<file path="config.mk">
export PLATFORM = sky130hd
export DESIGN_NAME = spi_lcd_byte_sequencer
export DESIGN_NICKNAME = d
export VERILOG_FILES = /design/src/rtl/spi_lcd_byte_sequencer.sv
export SDC_FILE = /design/constraint.sdc
export NUM_CORES = 1
export LEC_CHECK = 0
export CAP_MARGIN = 40
export CORE_MARGIN = 4
export CORE_UTILIZATION = 57
export CTS_CLUSTER_DIAMETER = 50
export DETAILED_ROUTE_END_ITERATION = 10
export MAX_ROUTING_LAYER = met4
export PLACE_DENSITY_LB_ADDON = 0.3
export SLEW_MARGIN = 15
export SYNTH_ARGS = -nofsm -noshare
export SYNTH_HDL_FRONTEND = slang
export SYNTH_SLANG_ARGS = --single-unit
</file>
<file path="constraint.sdc">
create_clock -name masterClk -period 3.2 [get_ports masterClk]
set_clock_uncertainty 0.15 [all_clocks]
set_input_delay 0.48 -clock masterClk [delete_from_list [all_inputs] [get_ports masterClk]]
set_output_delay 0.48 -clock masterClk [all_outputs]
set_load 0.02 [all_outputs]
</file>
<file path="src/rtl/spi_lcd_byte_sequencer.sv">
// Feeds the LCD SPI phy one byte per frame, merging a command FIFO with an RGB565 pixel stream.
// A byte is presented one cycle after a choice is made; each byte commits on the first masterClk after a dataClk rise.
module spi_lcd_byte_sequencer #(
   parameter int FIFO_AW = 4,
   parameter int CNT_W   = 16
) (
   input  logic               masterClk,
   input  logic               rst,
   input  logic               wr_en,
   input  logic               wr_cmd,
   input  logic [7:0]         wr_data,
   output logic               fifo_full,
   output logic [FIFO_AW:0]   fifo_level,
   input  logic               px_valid,
   input  logic [15:0]        px_data,
   output logic               px_ready,
   input  logic               dataClk,
   output logic [7:0]         outputData,
   output logic               enableSPI,
   output logic               enableCS,
   output logic               enableDC,
   output logic               busy,
   output logic [CNT_W-1:0]   bytes_sent,
   input  logic               cnt_clr
);

   localparam int DEPTH = 1 << FIFO_AW;
   localparam logic [FIFO_AW:0]   LVL_ONE  = (FIFO_AW+1)'(1);
   localparam logic [FIFO_AW:0]   LVL_FULL = (FIFO_AW+1)'(DEPTH);
   localparam logic [FIFO_AW-1:0] PTR_ONE  = FIFO_AW'(1);
   localparam logic [CNT_W-1:0]   CNT_ONE  = CNT_W'(1);

   typedef enum logic [1:0] {IDLE, SEND_F, SEND_PH, SEND_PL} state_t;

   state_t               state;
   logic [8:0]           mem [DEPTH];
   logic [FIFO_AW-1:0]   wr_ptr;
   logic [FIFO_AW-1:0]   rd_ptr;
   logic                 dc_q;
   logic [7:0]           px_lo;
   logic                 rise;
   logic                 fifo_empty;
   logic                 wr_ok;
   logic                 take_next;
   logic                 pick_fifo;
   logic                 pick_px;

   assign rise       = dataClk & ~dc_q;
   assign fifo_empty = (fifo_level == '0);
   assign fifo_full  = (fifo_level == LVL_FULL);
   assign wr_ok      = wr_en & ~fifo_full;
   assign busy       = (state != IDLE);

   // A new source is chosen when idle, or on a commit that is not a pixel high byte.
   assign take_next = (state == IDLE) || (rise && (state != SEND_PH));
   assign pick_fifo = take_next & ~fifo_empty;
   assign pick_px   = take_next & fifo_empty & px_valid;
   assign px_ready  = pick_px & ~rst;

   always_ff @(posedge masterClk) begin
      if (wr_ok) mem[wr_ptr] <= {wr_cmd, wr_data};
   end

   always_ff @(posedge masterClk) begin
      if (rst) begin
         state      <= IDLE;
         dc_q       <= 1'b0;
         wr_ptr     <= '0;
         rd_ptr     <= '0;
         fifo_level <= '0;
         px_lo      <= '0;
         outputData <= '0;
         enableSPI  <= 1'b0;
         enableCS   <= 1'b0;
         enableDC   <= 1'b0;
         bytes_sent <= '0;
      end else begin
         dc_q <= dataClk;

         if (wr_ok)     wr_ptr <= wr_ptr + PTR_ONE;
         if (pick_fifo) rd_ptr <= rd_ptr + PTR_ONE;
         if (wr_ok && !pick_fifo)      fifo_level <= fifo_level + LVL_ONE;
         else if (!wr_ok && pick_fifo) fifo_level <= fifo_level - LVL_ONE;

         if (cnt_clr)                        bytes_sent <= '0;
         else if (rise && (state != IDLE))   bytes_sent <= bytes_sent + CNT_ONE;

         if ((state == SEND_PH) && rise) begin
            outputData <= px_lo;
            enableDC   <= 1'b0;
            state      <= SEND_PL;
         end else if (pick_fifo) begin
            outputData <= mem[rd_ptr][7:0];
            enableDC   <= mem[rd_ptr][8];
            enableSPI  <= 1'b1;
            enableCS   <= 1'b1;
            state      <= SEND_F;
         end else if (pick_px) begin
            outputData <= px_data[15:8];
            px_lo      <= px_data[7:0];
            enableDC   <= 1'b0;
            enableSPI  <= 1'b1;
            enableCS   <= 1'b1;
            state      <= SEND_PH;
         end else if (take_next) begin
            // outputData is left alone; the phy already holds the last byte.
            enableSPI  <= 1'b0;
            enableCS   <= 1'b0;
            enableDC   <= 1'b0;
            state      <= IDLE;
         end
      end
   end

endmodule
</file>
==> results.cfg <==
[clock_tree]
cts-buffers-inserted = 17
post_cts_buffers = 0
cts_root_buf = clkbuf_16
clk-insertion-delay-late_ps = 420
cts_tree = built
clk_pin_slew_ps = 70
clock-sinks = 198
ctsLongestPathBuffers = 2
cts_hold_buf = 0
h-tree-depth = 4
cts.repair.resized = 0

[sta]
finalSetupViolCount = 0
slew_violations = 0
worst_slew_pin_slew_ps = 664.5
hold_viol = 0
fmax_mhz = 351.0
post-route-min-period_ps = 2849
tns_ps = 0
rsz0062_at_grt = false
whs_ps = 349.9
relSlewSlack_pct = 55.61
fin_crit_sh_pct = 89.03

[die]
dieArea_sq_mm = 0.01588
rows = 42
die_w_um = 126.0
io-pin-count = 66
die_h_um = 126.0
coreArea_sq_mm = 0.01345
initial_core_util_pct = 59.00

[synthesis]
synth_seq_cells = 198
synthMostInstantiatedCell = edfxtp_1
synth-main-ff-cell = edfxtp_1
synth_edf_count = 144
ys_seq_area_share_pct = 68.10
ys_async_sr_fraction_pct = 0
synth_warnings = 0
postSynthAreaPerCell_sq_um = 15.50
synth.top_cells.by_area = edfxtp_1 54%, dfxtp_1 14%, mux4_2 9.4%, nor2_1 3.2%, mux2i_1 2.9%
synth_top_area_share_pct = 54.48
synth_top_area_cell = edfxtp_1
syn-cell-area_sq_mm = 0.007938
ys_types = 48
synthTopCellsByCount = 144 x edfxtp_1, 67 x nor2_1, 54 x dfxtp_1
synthesis.nets = 554
postSynthCellCount = 512

[route]
antenna_left = 0
first_pass_iters = 6
via_per_inst = 5.917
drt_iter0_drc = 426
remaining_drc_errors = 0
via_count = 4645
routed_wl_um = 16640
wl_per_cell_um = 21.20

[cells_and_area]
n_fill_cell = 907
antenna_cells = 0
nets = 639
syn2layout_area_growth_pct = 19.97
drive_gt1_share_pct = 15.60

[critical_path]
crit_start = state[1]
critPathKind = flip-flop to flip-flop
cp_max_fo = 8
endpoint = fifo_level[4]
required_ps = 3410
endpoint_kind = flip-flop
r2r_setup_slack_ps = 350
r2r-start = state[1]
rr_endpoint = fifo_level[4]
cp-start-kind = flip-flop
arrival_ps = 3060
ff2ff_path_depth = 12

[grt]
antenna_found_initial = 0
gr-max-usage-layer = met2
grt_max_degree = 40
grt_pass1_vias = 4681
gr-usage-met1_pct = 29.26
gr-usage-met2_pct = 35.71
grtUsageTotal_pct = 22.41
globalRouteMet3Util_pct = 6.139
grt_pass1_wl_um = 26100
overflow = 0

[placed_design]
dp_hpwl_um = 11110
port_buffers = 65
gp_congestion = 0.8310

[power_and_ir_drop]
power-per-cell-area_mw_per_mm2 = 736.1
ir_worst_vdd_mv = 0.4789
p_leak_nw = 3.250

[worst_hold_path]
holdCritPathClass = flip-flop to flip-flop
hold_path.startpoint = outputData[5]

[job]
maxCapViolations = 0

[status]
status = finished clean
==> cells in the final DEF (no fill, tap or decap), types with 8 or more instances in the layout <==
| cell type | netlist | layout |
|---|---|---|
| nor2_1 | 67 | 67 |
| nor3_1 | 15 | 15 |
| o211ai_1 | 8 | 8 |
| mux4_2 | 33 | 33 |
| buf_4 | 3 | 23 |
| clkbuf_16 | 0 | 17 |
| a22oi_1 | 9 | 9 |
| nand2_1 | 16 | 16 |
| clkdlybuf4s50_1 | 0 | 65 |
| dfxtp_1 | 54 | 53 |
| ha_1 | 10 | 10 |
| inv_1 | 8 | 8 |
| mux2i_1 | 23 | 23 |
| edfxtp_1 | 144 | 144 |
| xnor2_1 | 11 | 11 |
| xor2_1 | 11 | 11 |
| o211a_1 | 8 | 8 |
| a21oi_1 | 13 | 13 |
==> stage by stage <==
stage | instance area (sq um) | utilization [%] | worst slack [ps] | total power, mW | std cells
3_3_place_gp | 8914 | 66.26 | 129.4 | 4.799 | 754
4_1_cts | 9523 | 70.79 | 346.3 | 7.056 | 785
5_1_grt | 9523 | 70.79 | 180.3 | 7.337 | 785
2_1_floorplan | 7938 | - | 213.9 | 4.293 | 512
3_5_place_dp | 8914 | 66.26 | 58.87 | 4.869 | 754
6_report | 9523 | 70.79 | 351.1 | 7.010 | 785
==> power breakdown <==
part	switching, mW	internal [mW]	leakage, nW	total, mW
Clock	0.884	1.31	0.291	2.19
Combinational	0.857	0.842	1.22	1.70
Sequential	0.192	2.93	1.74	3.12
==> how the worst min path moves through the flow <==
stage	endpoint	cells after the start
6_report	outputData[5]	1
5_1_grt	outputData[5]	1
4_1_cts	outputData[5]	1
3_5_place_dp	outputData[5]	1
3_3_place_gp	enableCS	2
2_1_floorplan	px_lo[0]	2
==> routing by layer <==
metal	vias up	wire length, um
met2	174	8417
met1	2340	7050
met5	-	0
met4	0	127
li1	2119	-
met3	12	1044
==> kinds of logic after synthesis <==
group	Yosys count	synth area share, %
compound gates	55	5.123
xor+xnor	22	2.427
fa+ha+maj	11	1.829
buf+inv	32	1.750
flops	198	68.10
mux	57	12.41
simple gates	137	8.370
==> registers in the layout, indices dropped and copies added, names as in the netlist, named ones only <==
name,flops
mem,144
bytes_sent,16
outputData,8
px_lo,8
fifo_level,5
rd_ptr,4
wr_ptr,4
state,2
dc_q,1
enableCS,1
enableDC,1
==> worst max-delay path, stage by stage, from the launching register on <==
cell and delay, ps:
dfxtp_1 360, nor2_2 330, inv_1 170, a22oi_2 170
inv_1 60, ha_1 200, inv_1 150, ha_1 300
a21o_1 190, a21oi_1 170, xnor2_1 100, or3_1 300
a21oi_1 140
==> area by class of cell <==
cell class / instances / area, sq um / share of cell area [%]
multi-input cells: 282 / 2394 / 25.13
flip-flops and latches: 198 / 5406 / 56.77
clock inverters: 12 / 176.4 / 1.853
inverters: 8 / 30.03 / 0.3153
clock buffers: 19 / 432.9 / 4.546
repair buffers: 90 / 863.3 / 9.066
well taps: 176 / 220.2 / 2.312
No activity file was read; power rests on OpenSTA's default activity.
